$ cat config.mk
export PLATFORM = sky130hd
export DESIGN_NAME = dmem_access_unit
export DESIGN_NICKNAME = d
export VERILOG_FILES = /design/src/rtl/dmem_access_unit.sv
export SDC_FILE = /design/constraint.sdc
export NUM_CORES = 1
export LEC_CHECK = 0
export ABC_AREA = 1
export CAP_MARGIN = 20
export CORE_UTILIZATION = 45
export CTS_CLUSTER_DIAMETER = 150
export DETAILED_ROUTE_END_ITERATION = 8
export PLACE_DENSITY = 0.8
export REMOVE_ABC_BUFFERS = 1
export SYNTH_ARGS = -nofsm -noshare
export SYNTH_HDL_FRONTEND = slang
export SYNTH_SLANG_ARGS = --single-unit
$ cat constraint.sdc
create_clock -name clk -period 9.45 [get_ports clk]
set_clock_uncertainty 0.05 [all_clocks]
set_input_delay 0.945 -clock clk [delete_from_list [all_inputs] [get_ports clk]]
set_output_delay 0.945 -clock clk [all_outputs]
set_load 0.03 [all_outputs]
$ cat src/rtl/dmem_access_unit.sv
// ============================================================================
// Module  : dmem_access_unit
// Brief   : Execute/memory-stage load/store engine. Issues one data-bus
//           transaction per decoded load/store, stalls the pipeline until it
//           finishes, extends load data and reports access faults.
// Revision: 1.0 - initial release
// ============================================================================
`default_nettype none

module dmem_access_unit #(
    parameter int TIMEOUT = 256,
    parameter int TO_W    = 9
) (
    input  logic        clk,
    input  logic        rst,
    input  logic        dren,
    input  logic        dwen,
    input  logic [3:0]  byte_en,
    input  logic [2:0]  load_type,
    input  logic [31:0] addr,
    input  logic [31:0] wdata,
    input  logic        bus_busy,
    input  logic        bus_error,
    input  logic [31:0] bus_rdata,
    output logic        bus_ren,
    output logic        bus_wen,
    output logic [31:0] bus_addr,
    output logic [31:0] bus_wdata,
    output logic [3:0]  bus_byte_en,
    output logic        stall,
    output logic        done,
    output logic [31:0] rdata_ext,
    output logic        fault,
    output logic [1:0]  fault_code
);

    localparam logic [1:0] c_st_idle   = 2'd0;
    localparam logic [1:0] c_st_access = 2'd1;
    localparam logic [1:0] c_st_resp   = 2'd2;

    localparam logic [1:0] c_sz_byte = 2'd0;
    localparam logic [1:0] c_sz_half = 2'd1;
    localparam logic [1:0] c_sz_word = 2'd2;

    localparam logic [1:0] c_fc_align    = 2'b00;
    localparam logic [1:0] c_fc_conflict = 2'b01;
    localparam logic [1:0] c_fc_bus      = 2'b10;
    localparam logic [1:0] c_fc_timeout  = 2'b11;

    localparam logic [TO_W-1:0] c_to_last = (TIMEOUT > 0) ? TO_W'(TIMEOUT - 1) : '0;

    logic [1:0]      r_state;
    logic [1:0]      w_state_next;
    logic [TO_W-1:0] r_count;
    logic            r_is_load;
    logic [1:0]      r_size;
    logic            r_sign;
    logic [1:0]      r_off;
    logic [29:0]     r_word_addr;
    logic [31:0]     r_wdata;
    logic [3:0]      r_be;
    logic            r_fault;
    logic [1:0]      r_fault_code;
    logic [31:0]     r_rdata_ext;

    logic            w_req;
    logic [1:0]      w_size;
    logic            w_sign;
    logic            w_size_ok;
    logic            w_misalign;
    logic            w_illegal;
    logic [1:0]      w_ill_code;
    logic            w_wd_expire;
    logic [7:0]      w_rbyte;
    logic [15:0]     w_rhalf;
    logic [31:0]     w_load_ext;

    assign w_req = dren | dwen;

    // Request decode: size/sign of the access and the illegal-request priority chain.
    always_comb begin
        w_size     = c_sz_word;
        w_sign     = 1'b0;
        w_size_ok  = 1'b0;
        w_illegal  = 1'b0;
        w_ill_code = c_fc_align;
        if (dwen) begin
            case (byte_en)
                4'b0001: begin w_size = c_sz_byte; w_size_ok = 1'b1; end
                4'b0011: begin w_size = c_sz_half; w_size_ok = 1'b1; end
                4'b1111: begin w_size = c_sz_word; w_size_ok = 1'b1; end
                default: w_size_ok = 1'b0;
            endcase
        end else begin
            case (load_type)
                3'b000:  begin w_size = c_sz_byte; w_sign = 1'b1; w_size_ok = 1'b1; end
                3'b001:  begin w_size = c_sz_half; w_sign = 1'b1; w_size_ok = 1'b1; end
                3'b010:  begin w_size = c_sz_word; w_size_ok = 1'b1; end
                3'b100:  begin w_size = c_sz_byte; w_size_ok = 1'b1; end
                3'b101:  begin w_size = c_sz_half; w_size_ok = 1'b1; end
                default: w_size_ok = 1'b0;
            endcase
        end
        w_misalign = ((w_size == c_sz_half) && addr[0]) ||
                     ((w_size == c_sz_word) && (addr[1:0] != 2'b00));
        if (dren && dwen) begin
            w_illegal  = 1'b1;
            w_ill_code = c_fc_conflict;
        end else if (!w_size_ok || w_misalign) begin
            w_illegal  = 1'b1;
            w_ill_code = c_fc_align;
        end
    end

    assign w_wd_expire = (TIMEOUT != 0) && (r_count == c_to_last);

    assign w_rbyte = bus_rdata[{r_off, 3'b000} +: 8];
    assign w_rhalf = bus_rdata[{r_off[1], 4'b0000} +: 16];

    always_comb begin
        w_load_ext = bus_rdata;
        case (r_size)
            c_sz_byte: w_load_ext = {{24{r_sign & w_rbyte[7]}}, w_rbyte};
            c_sz_half: w_load_ext = {{16{r_sign & w_rhalf[15]}}, w_rhalf};
            default:   w_load_ext = bus_rdata;
        endcase
    end

    // State register
    always_ff @(posedge clk or posedge rst) begin
        if (rst) begin
            r_state <= c_st_idle;
        end else begin
            r_state <= w_state_next;
        end
    end

    // Next-state logic
    always_comb begin
        w_state_next = r_state;
        case (r_state)
            c_st_idle: begin
                if (w_req) begin
                    w_state_next = w_illegal ? c_st_resp : c_st_access;
                end
            end
            c_st_access: begin
                if (!bus_busy || w_wd_expire) begin
                    w_state_next = c_st_resp;
                end
            end
            c_st_resp: w_state_next = c_st_idle;
            default:   w_state_next = c_st_idle;
        endcase
    end

    // Output logic; bus signals are only non-zero while the transaction is open.
    always_comb begin
        bus_ren     = 1'b0;
        bus_wen     = 1'b0;
        bus_addr    = 32'd0;
        bus_wdata   = 32'd0;
        bus_byte_en = 4'd0;
        stall       = 1'b0;
        done        = 1'b0;
        fault       = 1'b0;
        case (r_state)
            c_st_idle: begin
                stall = w_req;
            end
            c_st_access: begin
                bus_ren     = r_is_load;
                bus_wen     = ~r_is_load;
                bus_addr    = {r_word_addr, 2'b00};
                bus_wdata   = r_wdata;
                bus_byte_en = r_be;
                stall       = 1'b1;
            end
            c_st_resp: begin
                done  = 1'b1;
                fault = r_fault;
            end
            default: begin
                stall = 1'b0;
            end
        endcase
    end

    assign rdata_ext  = r_rdata_ext;
    assign fault_code = r_fault_code;

    // Transaction context, watchdog and result registers
    always_ff @(posedge clk or posedge rst) begin
        if (rst) begin
            r_count      <= '0;
            r_is_load    <= 1'b0;
            r_size       <= c_sz_byte;
            r_sign       <= 1'b0;
            r_off        <= 2'b00;
            r_word_addr  <= 30'd0;
            r_wdata      <= 32'd0;
            r_be         <= 4'd0;
            r_fault      <= 1'b0;
            r_fault_code <= 2'b00;
            r_rdata_ext  <= 32'd0;
        end else begin
            case (r_state)
                c_st_idle: begin
                    r_count <= '0;
                    if (w_req) begin
                        r_is_load    <= ~dwen;
                        r_size       <= w_size;
                        r_sign       <= w_sign;
                        r_off        <= addr[1:0];
                        r_word_addr  <= addr[31:2];
                        r_wdata      <= wdata << {addr[1:0], 3'b000};
                        r_be         <= dwen ? (byte_en << addr[1:0]) : 4'b1111;
                        r_fault      <= w_illegal;
                        r_fault_code <= w_illegal ? w_ill_code : 2'b00;
                        r_rdata_ext  <= 32'd0;
                    end
                end
                c_st_access: begin
                    r_count <= r_count + 1'b1;
                    if (!bus_busy) begin
                        if (bus_error) begin
                            r_fault      <= 1'b1;
                            r_fault_code <= c_fc_bus;
                        end else if (r_is_load) begin
                            r_rdata_ext <= w_load_ext;
                        end
                    end else if (w_wd_expire) begin
                        r_fault      <= 1'b1;
                        r_fault_code <= c_fc_timeout;
                    end
                end
                default: begin
                    r_count <= '0;
                end
            endcase
        end
    end

endmodule

`default_nettype wire
==> impl_metrics.yaml <==
global_routing:
  antenna_violations_before_repair: 0
  first_pass_grt_wire_length_um: 28000
  grt-ovfl-total: 0
  track_usage: 0.250
  grt_start_max_net_pins: 91
  first_global_vias: 5891
pwr:
  power_per_cell_area_mw_per_mm2: 235
  p_leak_uw: 0.00428
  ir_worst_vdd_uv: 152
  finalPower_uw: 2100
critical_path:
  path_cells: "inv_2 > nand2_2 > buf_4 > o21ai_1 > clkdlybuf4s50_1"
  endpoint_kind: "output pin"
  setup.worst_path.class: "register to output pin"
  timing.critical_path.slowest_cell_delay_ns: 0.65
  cpMaxStageDelayCell: "sky130_fd_sc_hd__clkdlybuf4s50_1"
  worst-endpoint-required_ns: 8.46
  worstPathMaxFanout: 49
  setup.worst_path.start_class: "register"
  arrival_ns: 2.70
synthesis:
  synth_area_leaders: "sky130_fd_sc_hd__dfrtp_1 (48%), sky130_fd_sc_hd__nand2_1 (15%), sky130_fd_sc_hd__inv_1 (7.1%)"
  synthMostInstantiatedCell: "sky130_fd_sc_hd__nand2_1"
  yosys.area.top_type: "sky130_fd_sc_hd__dfrtp_1"
  sequential_cell_area_fraction_in_the_yosys_report: 0.476
  synth_cells: 838
  synth_cell_type_count: 38
  yosys_warnings: 0
  netlist_top_cells_count: "sky130_fd_sc_hd__nand2_1 (249), sky130_fd_sc_hd__dfrtp_1 (118), sky130_fd_sc_hd__inv_1 (118)"
  synth_edf_count: 0
  netlist_area_mm2: 0.00621
  synth_seq_cells: 118
  postSynth.topFlopCell: "sky130_fd_sc_hd__dfrtp_1"
  synthArstFlopShare: 1.00
  syn_area_per_cell_um2: 7.41
  synthDominantCellAreaShare: 0.476
cells_and_area:
  diodes: 0
  final_core_util: 0.668
  layout-drive-gt1-share: 0.0528
  area.growth.synth_to_final_pct: 43.6
  finish.net_count: 1141
floorplanning:
  fp.dieArea_mm2: 0.0143
  fp.dieW_um: 119
  num_rows: 42
  effective_utilization_at_floorplan: 0.465
  die_height_um: 119
  floorplan.core_area_mm2: 0.0133
  ioPinCount: 216
drt:
  routed_wl_um: 17200
  ant_nets: 0
  drc_errors: 0
  drt_first_pass_iters: 6
  drt_iter0_drc: 506
  route.vias.total: 6148
  vias_per_cell: 5.05
  wl_per_cell_um: 14.1
place:
  post-dp-hpwl_um: 11800
  gp_routability_congestion: 0.873
  pre_cts_ws_ns: 5.37
  placement.io_buffers: 213
clocking:
  number_of_buffers_added_to_fix_hold_violations_after_cts: 0
  cts_max_path_buffers: 2
  clock-root-buffer: "sky130_fd_sc_hd__clkbuf_16"
  htreeDepth: 4
  cts_setup_buffers: 0
  tritoncts.num_buffers: 17
  tritoncts_clock_tree: "done"
  clkSinkCount: 118
  clock_insertion_delay_worst_skew_ns: 0.40
  clk_pin_slew_worst_paths_ns: 0.05
  resized_after_cts: 0
sta:
  timing.final.ws_setup_ns: 5.75
  grt_setup_unrepaired: "false"
  max_slew_margin: 0.297
  hold_viol: 0
  fin_setup_tns_ns: 0
  holdWs_ns: 0.409
  maxSlewViolCount: 0
  period_needed_ns: 3.70
  min_period_over_period: 0.391
  timing.fmax_mhz: 271
  pin_slew_with_the_least_headroom_to_its_limit_ns: 1.05
  setup_viol: 0
run:
  cap_violations: 0
status:
  run_status: "complete, no violations"
worst_hold_path:
  worstHoldPathType: "register to register"
## final timing paths
path | from | to | slack [ns] | cells after the start
hold reg to reg | r_count[0]$_DFF_PP0_ | r_count[0]$_DFF_PP0_ | 0.41 | 1
setup / recovery | r_state[1]$_DFFE_PP0P_ | stall | 5.75 | 5
max in group asynchronous | rst | r_word_addr[3]$_DFFE_PP0P_ | 7.38 | 4
hold / removal | r_count[0]$_DFF_PP0_ | r_count[0]$_DFF_PP0_ | 0.41 | 1
min in group asynchronous | rst | rdata_ext[19]$_DFFE_PP0P_ | 0.87 | 2
setup reg to reg | r_state[1]$_DFFE_PP0P_ | r_wdata[16]$_DFFE_PP0P_ | 6.37 | 5
## sequential cells by signal, indices dropped and copies added, names as in the netlist
| register | flops |
|---|---|
| r_size | 2 |
| r_word_addr | 30 |
| fault_code | 2 |
| r_is_load | 1 |
| r_off | 2 |
| r_be | 4 |
| r_sign | 1 |
| r_count | 9 |
| r_wdata | 32 |
| r_state | 2 |
| rdata_ext | 32 |
| r_fault | 1 |
## stage by stage
stage | area (µm²) | instances
finish | 8910 | 1218
global route | 8910 | 1218
CTS | 8880 | 1217
detailed placement | 8350 | 1186
global placement | 8350 | 1186
floorplan | 5960 | 794
## cell type report
class,instances,area (µm²)
fillers,1146,4440
flip-flops and latches,118,2950
multi-input cells,555,2550
repair buffers,217,2180
clock buffers,27,493
inverters,121,464
well taps,176,220
clock inverters,4,45.0
## routing by layer
metal	GRT usage	up-vias	part of all wire
met5	0	-	0
met4	0.105	0	0.024
met3	0.0651	37	0.082
met2	0.391	296	0.46
met1	0.329	2819	0.43
li1	-	2996	-
## report_power, final
group / internal (µW) / total (µW) / leakage [µW] / switching (µW)
sequential: 658 / 749 / 0.00153 / 90.6
clock: 379 / 588 / 0.000265 / 208
combinational: 268 / 762 / 0.00248 / 494
## logic make-up after synthesis
family,share of synthesized area
buf+inv,0.114
flops,0.476
fa+ha+maj,0.00403
other cells,0.000604
simple gates,0.266
compound gates,0.133
mux,0.00484
xor+xnor,0.00141
## worst max-delay path: cells and delay by family, from the launching register on
family                 cells  cell delay, ns
flip-flops                 1            0.41
AO/OA/AOI/OAI              1            0.19
buffers and inverters      3            1.25
AND/OR/NAND/NOR            1            0.42
## cell usage in the layout, fill, tap and decap left out, types with 2 or more instances in the layout
| master | instances |
|---|---|
| sky130_fd_sc_hd__o22ai_1 | 11 |
| sky130_fd_sc_hd__a22oi_1 | 4 |
| sky130_fd_sc_hd__nor2_2 | 4 |
| sky130_fd_sc_hd__buf_4 | 3 |
| sky130_fd_sc_hd__nand2_1 | 248 |
| sky130_fd_sc_hd__dfrtp_1 | 118 |
| sky130_fd_sc_hd__ha_1 | 2 |
| sky130_fd_sc_hd__mux2i_1 | 3 |
| sky130_fd_sc_hd__nor2_8 | 2 |
| sky130_fd_sc_hd__clkbuf_16 | 17 |
| sky130_fd_sc_hd__nor3_1 | 2 |
| sky130_fd_sc_hd__nand4_1 | 3 |
| sky130_fd_sc_hd__nand2_2 | 6 |
| sky130_fd_sc_hd__clkdlybuf4s50_1 | 213 |
| sky130_fd_sc_hd__o221ai_1 | 14 |
| sky130_fd_sc_hd__clkinv_2 | 3 |
| sky130_fd_sc_hd__inv_1 | 117 |
| sky130_fd_sc_hd__o211ai_1 | 2 |
| sky130_fd_sc_hd__o2111ai_1 | 2 |
| sky130_fd_sc_hd__conb_1 | 2 |
| sky130_fd_sc_hd__or2_2 | 5 |
| sky130_fd_sc_hd__o21ai_0 | 86 |
| sky130_fd_sc_hd__inv_2 | 2 |
| sky130_fd_sc_hd__nand3_1 | 22 |
| sky130_fd_sc_hd__nand2_4 | 2 |
| sky130_fd_sc_hd__o21ai_2 | 2 |
| sky130_fd_sc_hd__clkbuf_8 | 3 |
| sky130_fd_sc_hd__nor2_1 | 106 |
| sky130_fd_sc_hd__clkbuf_1 | 7 |
| sky130_fd_sc_hd__a21oi_1 | 20 |
No activity file was read; power rests on OpenSTA's default activity.
